$ cat src/rtl/gmii_rx_strip.sv
// GMII receive front end: strips preamble/SFD, forwards frame bytes one cycle late,
// extracts a 16-bit segment number and reports per-frame status. Define CRC_CHECK_EN to add FCS checking.
module gmii_rx_strip #(
  parameter int SEG_OFFSET = 14,
  parameter int MIN_PRE    = 1
) (
  input  logic        clk,
  input  logic        rst,
  input  logic        gmii_rx_dv,
  input  logic        gmii_rx_er,
  input  logic [7:0]  gmii_rxd,
  output logic        rx_en,
  output logic [7:0]  rx_data,
  output logic [15:0] seg,
  output logic        seg_valid,
  output logic        frame_done,
  output logic        frame_err,
  output logic        crc_ok,
  output logic [15:0] byte_len,
  output logic [31:0] frame_count,
  output logic [31:0] err_count
);

  typedef enum logic [1:0] {IDLE, PRE, PAYLOAD, DROP} state_t;

  localparam logic [3:0]  MIN_PRE_L = 4'(MIN_PRE);
  localparam logic [15:0] SEG_MSB_I = 16'(SEG_OFFSET);
  localparam logic [15:0] SEG_LSB_I = 16'(SEG_OFFSET + 1);

  state_t      state, state_n;
  logic [3:0]  pre_cnt;
  logic [15:0] idx;
  logic [7:0]  seg_msb;
  logic        err_flag;
  logic        quiet;
  logic        frame_end;
  logic        abort_err;
  logic        frame_bad;
  logic        crc_good;

`ifdef CRC_CHECK_EN
  logic [31:0] crc;

  function automatic logic [31:0] crc_step(input logic [31:0] c, input logic [7:0] d);
    logic [31:0] r;
    r = c ^ {24'h0, d};
    for (int i = 0; i < 8; i++)
      r = r[0] ? ((r >> 1) ^ 32'hEDB88320) : (r >> 1);
    return r;
  endfunction

  always_ff @(posedge clk) begin
    if (rst || state != PAYLOAD)
      crc <= 32'hFFFFFFFF;
    else if (gmii_rx_dv)
      crc <= crc_step(crc, gmii_rxd);
  end

  assign crc_good  = (crc == 32'hDEBB20E3);
  assign frame_bad = err_flag | gmii_rx_er | ~crc_good;
`else
  assign crc_good  = 1'b0;
  assign frame_bad = err_flag | gmii_rx_er;
`endif

  // quiet marks the tail of a frame cut by reset: it is dropped without counting
  always_comb begin
    state_n   = state;
    frame_end = 1'b0;
    abort_err = 1'b0;
    case (state)
      IDLE: begin
        if (gmii_rx_dv)
          state_n = (gmii_rxd == 8'h55 && !quiet) ? PRE : DROP;
      end
      PRE: begin
        if (!gmii_rx_dv) begin
          state_n   = IDLE;
          abort_err = 1'b1;
        end else if (gmii_rxd == 8'hD5 && pre_cnt >= MIN_PRE_L) begin
          state_n = PAYLOAD;
        end else if (gmii_rxd != 8'h55) begin
          state_n = DROP;
        end
      end
      PAYLOAD: begin
        if (!gmii_rx_dv) begin
          state_n   = IDLE;
          frame_end = 1'b1;
        end
      end
      DROP: begin
        if (!gmii_rx_dv) begin
          state_n   = IDLE;
          abort_err = ~quiet;
        end
      end
      default: state_n = IDLE;
    endcase
  end

  always_ff @(posedge clk) begin
    if (rst) begin
      state       <= IDLE;
      quiet       <= 1'b1;
      pre_cnt     <= 4'd0;
      idx         <= 16'd0;
      seg_msb     <= 8'd0;
      err_flag    <= 1'b0;
      rx_en       <= 1'b0;
      rx_data     <= 8'd0;
      seg         <= 16'd0;
      seg_valid   <= 1'b0;
      frame_done  <= 1'b0;
      frame_err   <= 1'b0;
      crc_ok      <= 1'b0;
      byte_len    <= 16'd0;
      frame_count <= 32'd0;
      err_count   <= 32'd0;
    end else begin
      state      <= state_n;
      quiet      <= quiet & gmii_rx_dv;
      rx_en      <= 1'b0;
      seg_valid  <= 1'b0;
      frame_done <= 1'b0;
      frame_err  <= 1'b0;
      crc_ok     <= 1'b0;

      if (state == IDLE)
        pre_cnt <= 4'd1;
      else if (state == PRE && gmii_rx_dv && gmii_rxd == 8'h55 && pre_cnt != 4'hF)
        pre_cnt <= pre_cnt + 4'd1;

      if (state == PRE) begin
        idx      <= 16'd0;
        err_flag <= 1'b0;
      end

      if (state == PAYLOAD) begin
        if (gmii_rx_er)
          err_flag <= 1'b1;
        if (gmii_rx_dv) begin
          rx_en   <= 1'b1;
          rx_data <= gmii_rxd;
          if (idx != 16'hFFFF)
            idx <= idx + 16'd1;
          if (idx == SEG_MSB_I)
            seg_msb <= gmii_rxd;
          if (idx == SEG_LSB_I) begin
            seg       <= {seg_msb, gmii_rxd};
            seg_valid <= 1'b1;
          end
        end
      end

      if (frame_end) begin
        frame_done  <= 1'b1;
        frame_err   <= frame_bad;
        crc_ok      <= crc_good;
        byte_len    <= idx;
        frame_count <= frame_count + 32'd1;
      end

      if (abort_err || (frame_end && frame_bad))
        err_count <= err_count + 32'd1;
    end
  end

endmodule

$ cat config.mk
export PLATFORM = sky130hd
export DESIGN_NAME = gmii_rx_strip
export DESIGN_NICKNAME = d
export VERILOG_FILES = /design/src/rtl/gmii_rx_strip.sv
export SDC_FILE = /design/constraint.sdc
export NUM_CORES = 1
export LEC_CHECK = 0
export CAP_MARGIN = 15
export CORE_UTILIZATION = 25
export DETAILED_ROUTE_END_ITERATION = 7
export PLACE_DENSITY = 0.49
export REMOVE_ABC_BUFFERS = 1
export SYNTH_ARGS = -nofsm -noshare
export SYNTH_HDL_FRONTEND = slang
export SYNTH_SLANG_ARGS = --single-unit
$ cat constraint.sdc
create_clock -name clk -period 2.95 [get_ports clk]
set_input_delay 0.59 -clock clk [delete_from_list [all_inputs] [get_ports clk]]
set_output_delay 0.59 -clock clk [all_outputs]
set_load 0.02 [all_outputs]
==> metrics.md <==
| Metric | Value |
|---|---|
| Synthesis-to-layout area growth | 35.7% |
| Mapped Cells | 735 |
| Pre-Repair DR Iteration Count | 4 |
| First-pass GRT wire length | 28.7 mm |
| Crit end category | flip-flop |
| Clk root buf | clkbuf_16 |
| Initial Util | around a quarter |
| Post-synth EDFFs | 0 |
| Die Height | ~160 um |
| Final Hold Violating Endpoints | 0 |
| Cell Chain, Critical Path | clkdlybuf4s50_1 -> nor2_1 -> a2bb2oi_1 -> or4_1 -> or4_1 -> a21oi_1 |
| Clock-pin slew on the worst setup and hold paths | roughly 60 ps |
| Avg Synthesized Cell Area | between 8 and 9 um2 |
| Sequential fraction of the synthesis area | about 45% |
| Fmax | 435 MHz |
| DRC | 0 |
| Die Area | approximately 25000 um2 |
| H-tree levels | 4 |
| Final max-slew violation count | 0 |
| Placed standard-cell area | around 7800 um2 |
| Startpoint Class | primary input |
| Total CTS buffers | 17 |
| Max Root-Sink Buffers | 2 |
| Worst Hold Depth | 2 |
| Final non-filler cell area | 8400 um2 |
| Reg2reg start | frame_count[4]$_SDFFE_PP0P_ |
| CP Max Fanout | 12 |
| Setup TNS | 0 ps |
| Antenna cells | 0 |
| Leak | 2.90 nW |
| IO Port Bufs | 119 |
| Via density | approximately 4.7 |
| Max stage delay cell, worst path | or4_1 |
| Largest delay share family, worst path | simple AND/OR/NAND/NOR gates |
| Tot GR Track Use | between 10% and 20% |
| Overflow after GRT | 0 |
| Worst setup startpoint | gmii_rx_er |
| Yosys reg bits | between 100 and 150 |
| Post_cts resized | 0 |
| Post-DP HPWL | ~12 mm |
| Synth Cell Area | around 6200 um2 |
| Worst EP arrival | approximately 2700 ps |
| Max-Cap Viols | 0 |
| Maximum vdd drop | 0.287 mV |
| HP Class | flip-flop to flip-flop |
| RSZ-0062 raised after global routing | no |
| Worst skew pair latency | ~420 ps |
| Tmin final | around 2300 ps |
| Rows | 57 |
| Outcome | completed |
| Critical path depth | 6 |
| IO Pins | between 100 and 150 |
| Final setup violation count | 0 |
| Pin slew with the least headroom to its limit | 852 ps |
| Worst path max stage delay | ~720 ps |
| Worst hold slack | between 400 and 500 ps |
| Synth warn | 0 |
| CTS hold repair buffers | 0 |
| Initial antenna violation count | 0 |
| Setup Fix Bufs, Post-CTS | 0 |
| Main synth FF type | dfxtp_1 |
| Total Power | ~4.3 mW |
| CTS tree | built |
| Drt total wl | about 17 mm |
| Synth unique cells | between 60 and 70 |
| Period utilization | 77.9% |
| Layout cell share with drive strength beyond 1 | slightly below 8% |
| Vias after detailed routing | ~5600 |
| Slew HR | a little over two fifths |
| Routed Antenna Nets | 0 |
| FF-to-FF path depth | 5 |
| WL/cell | between 10 and 15 um |
| Initial drt markers | between 200 and 300 |
| Power per Cell Area | between 500 and 600 nW/um2 |
| Kind of critical path | primary input to flip-flop |
| Core ar. | 24300 um2 |
| Crit path top cell by count | or4_1 |
| CP Buf/Inv Count | 1 |
| Hold Startpoint | byte_len[6]$_SDFFE_PP0P_ |
| Worst path required time | between 3000 and 4000 ps |
| Post-Route Utilization | between 30 and 40% |
| Clock Sinks | between 100 and 150 |
| Nets@finish | 878 |
| Clock Skew | 9.46 ps |
| GP Congestion | roughly 0.78 |
| Largest net degree at the start of global routing | just under 70 |
| Vias in the first global route | around 5400 |
| Post-synth ARST share | 0% |
| Die X-Extent | 159 um |
report_power, final:
| group | leakage [nW] | internal [mW] | switching (mW) |
|---|---|---|---|
| Clock | 0.288 | 1.34 | 0.831 |
| Sequential | 1.13 | 1.90 | 0.0151 |
| Combinational | 1.48 | 0.0646 | 0.112 |
| Total | 2.90 | 3.31 | 0.958 |
placed cells by master, fill, tap and decap left out, types with 7 or more instances in the layout:
cell type,Yosys,routed
ha_1,7,7
a211oi_1,8,8
clkdlybuf4s50_1,0,118
nand2_1,90,90
or3_1,18,18
and4_1,9,9
dfxtp_1,140,140
nand3_1,29,29
nand4_1,21,21
nor4_1,16,16
mux2i_1,25,25
o21ai_0,30,30
xor2_1,8,8
and3_1,7,7
xnor2_1,32,32
or4_1,11,11
clkbuf_16,0,17
nor3_1,21,21
buf_4,2,26
a21oi_1,64,64
inv_1,14,14
nor2_1,85,85
logic make-up (layout without fill, tap and decap cells):
| kind of cell | after synthesis | after routing | share of synthesized area, % |
|---|---|---|---|
| AOI/OAI and AO/OA | 123 | 123 | 11.2 |
| xor gates and xnor gates | 40 | 40 | 5.66 |
| adders and majority gates | 7 | 7 | 1.41 |
| buffers and inverters | 53 | 189 | 3.52 |
| DFF | 140 | 140 | 45.3 |
| muxes | 25 | 25 | 4.04 |
| other | 1 | 1 | 0.0606 |
| and+or+nand+nor | 346 | 346 | 28.9 |
final cells by class:
| class | instances | area [um2] |
|---|---|---|
| tap | 324 | 405 |
| sequential | 140 | 2800 |
| fill | 2508 | 15900 |
| multi-input combinational | 542 | 3170 |
| timing repair buffer | 144 | 1380 |
| clock buffer | 19 | 443 |
| clock inverter | 12 | 148 |
| inverter | 14 | 52.6 |
state kept, by name (all words and copies together), names as in the netlist:
register	flops
rx_data	8
frame_err	1
seg_valid	1
byte_len	16
err_flag	1
rx_en	1
frame_count	32
seg_msb	8
state	2
idx	16
frame_done	1
seg	16
pre_cnt	4
quiet	1
err_count	32
Yosys cell counts (all sizes together) (6+ instances only):
library cell	count	area (um2)
nand3	30	155
or4	12	93.8
nor3	21	105
and4	10	90.1
a21oi	64	320
nand2	90	338
a211oi	8	60.1
nand4	22	144
inv	14	52.6
dfxtp	140	2800
and3	7	43.8
nor4	16	100
o21ai	33	165
xnor2	32	280
or3	18	113
mux2i	25	250
clkbuf	33	125
xor2	8	70.1
ha	7	87.6
nor2	85	319
buf	6	40.0
worst register-to-register path, stage by stage (launching register included):
cell and delay (ps):
dfxtp_1 440, nand4_2 190, or2_0 390, or4_4 630, or3_1 360, a21oi_1 130
routing by layer:
metal / GRT usage [%] / part of all wire, % / vias to the layer above
met1: 19.1 / 51 / 2643
li1: - / - / 2849
met5: 0 / 0 / -
met4: 3.98 / 0.96 / 0
met3: 3.93 / 5.3 / 13
met2: 21.2 / 43 / 133
worst paths after layout:
kind / end / slack, ps
max reg2reg: frame_count[31]$_SDFFE_PP0P_ / 740
max: err_count[30]$_SDFFE_PP0P_ / 650
min reg2reg: byte_len[6]$_SDFFE_PP0P_ / 450
min: byte_len[6]$_SDFFE_PP0P_ / 450
stage by stage:
| stage | setup WS [ps] | cells |
|---|---|---|
| after floorplan | 238 | 696 |
| after global placement | 184 | 1164 |
| after detailed placement | 216 | 1164 |
| after CTS | 656 | 1195 |
| after global routing | 468 | 1195 |
| final | 652 | 1195 |
Power figures use the tool's default switching activity.
==> patch 1: new RTL, config.mk and constraints unchanged <==
The 4 states of `state_t` get a one-hot encoding in 4 bits.
--- a/src/rtl/gmii_rx_strip.sv
+++ b/src/rtl/gmii_rx_strip.sv
@@ -21,7 +21,7 @@
   output logic [31:0] err_count
 );
 
-  typedef enum logic [1:0] {IDLE, PRE, PAYLOAD, DROP} state_t;
+  typedef enum logic [3:0] {IDLE = 4'b0001, PRE = 4'b0010, PAYLOAD = 4'b0100, DROP = 4'b1000} state_t;
 
   localparam logic [3:0]  MIN_PRE_L = 4'(MIN_PRE);
   localparam logic [15:0] SEG_MSB_I = 16'(SEG_OFFSET);
Behaviour: no difference found for any inputs over 10 cycles, from zero or initial values and one cycle with rst high; not proved beyond that.
==> patch 1 against the original RTL <==
- sequential share of layout area shrank 0.074 points
- sequential cell count grew 2
- utilization grew 0.26 points
- highest routed layer unchanged
- design area grew 1.7%
- worst setup slack lost 170 ps
- area after synthesis grew 1.9%
- wire length grew 3.5%
- total power shrank 0.13%
- die area grew 1.9%
==> patch 1: results (changes against the original RTL) <==
metric	value	unit	change
met2 WL	8040	um	+9.1%
largest net degree at the start of global routing	130		+91%
Critical Path AT	2790	ps	+140 ps
final wirelength	17800	um	+3.5%
first-pass GRT wire length	29300	um	+2.2%
DR WL/cell	14.7	um	+1.9%
multi-input gates	556		+2.6%
status	complete, no violations		
Largest regs	err_count (32), frame_count (32)		
peak supply drop	0.000287	V	about the same
reg2reg start	state[1]$_SDFFE_PP0P_		
Final Wtd Congestion	0.780		+0.53%
internal cell power	3.25	mW	-1.9%
antenna cell count	0		unchanged
Multi-input gate area	0.00323	mm^2	+2.0%
cell leakage power	2.85	nW	-1.6%
DR iter-0 viols	391		+33%
CP max stage cell	or4b_2		
f_max	0.405	GHz	-7.0%
kind of critical path	flop to flop		
slowest cell delay on critical path	790	ps	+70 ps
via-per-instance ratio	4.71		about the same
nonclk buf count	146		+1.4%
Hold EP	seg[7]$_SDFFE_PP0P_		
post-synthesis sequential area ratio	0.451		-0.00227
share of cells above drive strength 1	0.0798		+0.000556
pre-CTS setup slack	210	ps	-5.99 ps
wl on met1	8840	um	+0.66%
Tightest Pin Transition	701	ps	-151 ps
Hold Slack	450	ps	-4.66 ps
clock sink total	142		+1.4%
# clk buffers	18		-1
Worst R2R Setup Slack	480	ps	-260 ps
non-clk buf share	0.164		+0.000558
vias in the first global route	5442		+0.93%
met3 GRT Util	0.0385		-0.000852
Post-synth top cells	dfxtp_1 (142), nand2_1 (122), nor2_1 (83)		
total track usage	0.142		+0.00260
Yosys Warn Count	0		unchanged
NumNets Final	896		+2.1%
Clock group	2.22	mW	+2%
Distinct cells, synth	59		-4.8%
multi-input combinational area share	0.379		+0.00133
sequential share of cell area	0.333		-0.000740
# fillers	2598		+3.6%
met3 WL post-DR	829	um	-9.6%
DP HPWL	12100	um	+2.0%
hold_sp	seg[7]$_SDFFE_PP0P_		
Crit. Startpoint	state[1]$_SDFFE_PP0P_		
Post-DP Area	0.00794	mm^2	+1.7%
synth top area cells	dfxtp_1 (45%), nand2_1 (7.3%), a21oi_1 (5.2%)		
Max FO, Critical Path	10		-2
global routing usage on met1	0.193		+0.00161
Net Sw Power	1.01	mW	+5.9%
Clock Skews	16.7	ps	+7.25 ps
cell count after synthesis	753		+2.4%
reg-to-reg endpoint	pre_cnt[0]$_SDFFE_PP0P_		
ClkCell Share	0.0701		-0.000265
placed cells	1182		+1.5%
[patch 1: cell types whose count changed in the layout (fill, tap and decap cells not counted), moves of 6 or more]
cell	before	now
mux2i_1	25	11
o2111ai_1	1	12
xnor2_1	32	18
nor3_1	21	14
nand2_1	90	122
o21ai_0	30	22
nor4_1	16	10
and3_1	7	15
a211oi_1	8	2
xor2_1	8	36
[patch 1: cell families after synthesis]
group / Yosys count / share of synthesized area
AO/OA/AOI/OAI: 138 / 0.134
XOR/XNOR: 54 / 0.0750
adder cells (fa/ha/maj): 7 / 0.0139
buffers and inverters: 55 / 0.0371
flip-flops: 142 / 0.451
multiplexers: 11 / 0.0175
other: 1 / 0.000594
AND/OR/NAND/NOR: 345 / 0.271
[patch 1: tightest hold or removal path: stages, from the launching register on]
cell	delay, ps
dfxtp_1	310
nand2_1	50
a21oi_1	50
==> patch 2: new RTL, config.mk and constraints unchanged <==
Without the edit above. Add a define of `CRC_CHECK_EN`.
--- a/src/rtl/gmii_rx_strip.sv
+++ b/src/rtl/gmii_rx_strip.sv
@@ -1,5 +1,7 @@
 // GMII receive front end: strips preamble/SFD, forwards frame bytes one cycle late,
 // extracts a 16-bit segment number and reports per-frame status. Define CRC_CHECK_EN to add FCS checking.
+`define CRC_CHECK_EN
+
 module gmii_rx_strip #(
   parameter int SEG_OFFSET = 14,
   parameter int MIN_PRE    = 1
Formal check against the unedited RTL: not equivalent (Yosys sat finds a counterexample within 10 cycles, from zero or initial values and one cycle with rst high).
==> patch 2 against the original RTL <==
- sequential cell count up 33
- clock power rose by 21%
- sequential share of layout area down 1.3 points
- total power rose by 29%
- first-iteration DRC count grew 7.5%
- worst setup slack got worse by 130 ps
- critical endpoint is now idx[2]$_SDFF_PP0_
- sequential power is 24% higher
- final cell count up 28%
- combinational power grew to 2.8 times the old value
- largest power group unchanged
- area after synthesis is 34% higher
- via count is 27% higher
- wire length is 29% higher
- design area up 29%
- largest cell class unchanged
==> patch 2: results (changes against the original RTL) <==
metric	value	unit	change
Clock Skews	10.6	ps	+1.13 ps
post-synthesis sequential area ratio	0.418		-0.0345
Largest regs	crc (32), err_count (32), frame_count (32)		
first-pass GRT wire length	36200	um	+26%
later-pin clock latency in the skew report	440	ps	+20 ps
synth top area cells	dfxtp_1 (42%), xnor2_1 (6.7%), a21oi_1 (5.3%)		
Worst R2R Setup Slack	520	ps	-220 ps
via-per-instance ratio	4.70		-0.35%
vias in the first global route	6796		+26%
# fillers	3422		+36%
share of cells above drive strength 1	0.0959		+0.0166
DR iter-0 viols	316		+7.5%
pre-CTS setup slack	85.5	ps	-130 ps
Seq group	2.39	mW	+24%
clk buf depth	2		unchanged
hold_sp	byte_len[14]$_SDFFE_PP0P_		
global routing usage on met1	0.178		-0.0131
non-clk buf share	0.144		-0.0198
status	complete, no violations		
Post-synth top cells	dfxtp_1 (173), nand2_1 (95), a21oi_1 (88), nor2_1 (88), xnor2_1 (63)		
IO Port Bufs	120		+0.84%
cell leakage power	3.54	nW	+22%
NumNets Final	1091		+24%
Multi-input gate area	0.00449	mm^2	+42%
initial antenna violation count	1		+1
slowest cell delay on critical path	690	ps	-30 ps
wl on met1	10800	um	+23%
met3 WL post-DR	1050	um	+15%
clock sink total	173		+24%
highest routed layer	met5		
Final period util	0.823		+0.0444
inverters	20		+6
Hold Slack	454	ps	-0.673 ps
final wirelength	22200	um	+29%
Crit. Startpoint	idx[0]$_SDFF_PP0_		
Max FO, Critical Path	8		-4
worst rel slew slack	0.528		+0.101
Avg Cell Area, Syn	8.72	um^2	+3.6%
total track usage	0.134		-0.00532
power density cells	510	mW/mm^2	+0.24%
Critical Path AT	2800	ps	+150 ps
sequential share of cell area	0.321		-0.0132
placed cells	1495		+28%
min-delay worst type	flop to flop		
peak supply drop	0.000376	V	+31%
Switching Share	0.248		+0.0239
met2 Use GR	0.213		+0.00116
R2R cell count	6		+1
DR WL/cell	14.6	um	+0.94%
Clk pwr share	0.475		-0.034
nonclk buf count	161		+12%
met2 WL	10200	um	+39%
Yosys Warn Count	0		unchanged
Critical Path End	idx[2]$_SDFF_PP0_		
DP HPWL	15400	um	+30%
Distinct cells, synth	61		-1.6%
clock-pin slew on the worst setup and hold paths	70	ps	
multi-input gates	699		+29%
Hold EP	byte_len[14]$_SDFFE_PP0P_		
==> patch 2: cell types whose count changed in the layout (fill, tap and decap cells not counted), sizes merged, moves of 7 or more <==
| cell | delta |
|---|---|
| inv | +12 |
| nor3 | +10 |
| buf | +16 |
| a211oi | -8 |
| o31ai | +24 |
| or4 | +18 |
| a21oi | +24 |
| xnor2 | +41 |
| dfxtp | +33 |
| mux2 | +7 |
| xor2 | +14 |
==> patch 2: cell families after synthesis <==
| logic type | synth area share |
|---|---|
| simple gates | 0.255 |
| flops | 0.418 |
| mux | 0.0423 |
| buf+inv | 0.0397 |
| fa+ha+maj | 0.0106 |
| xor+xnor | 0.116 |
| compound gates | 0.118 |
==> patch 2: per-stage QoR <==
step           cell area (um^2)   util
2_1_floorplan              8030      -
3_3_place_gp              10100  0.311
3_5_place_dp              10100  0.311
4_1_cts                   10800  0.332
5_1_grt                   10800  0.332
6_report                  10800  0.332
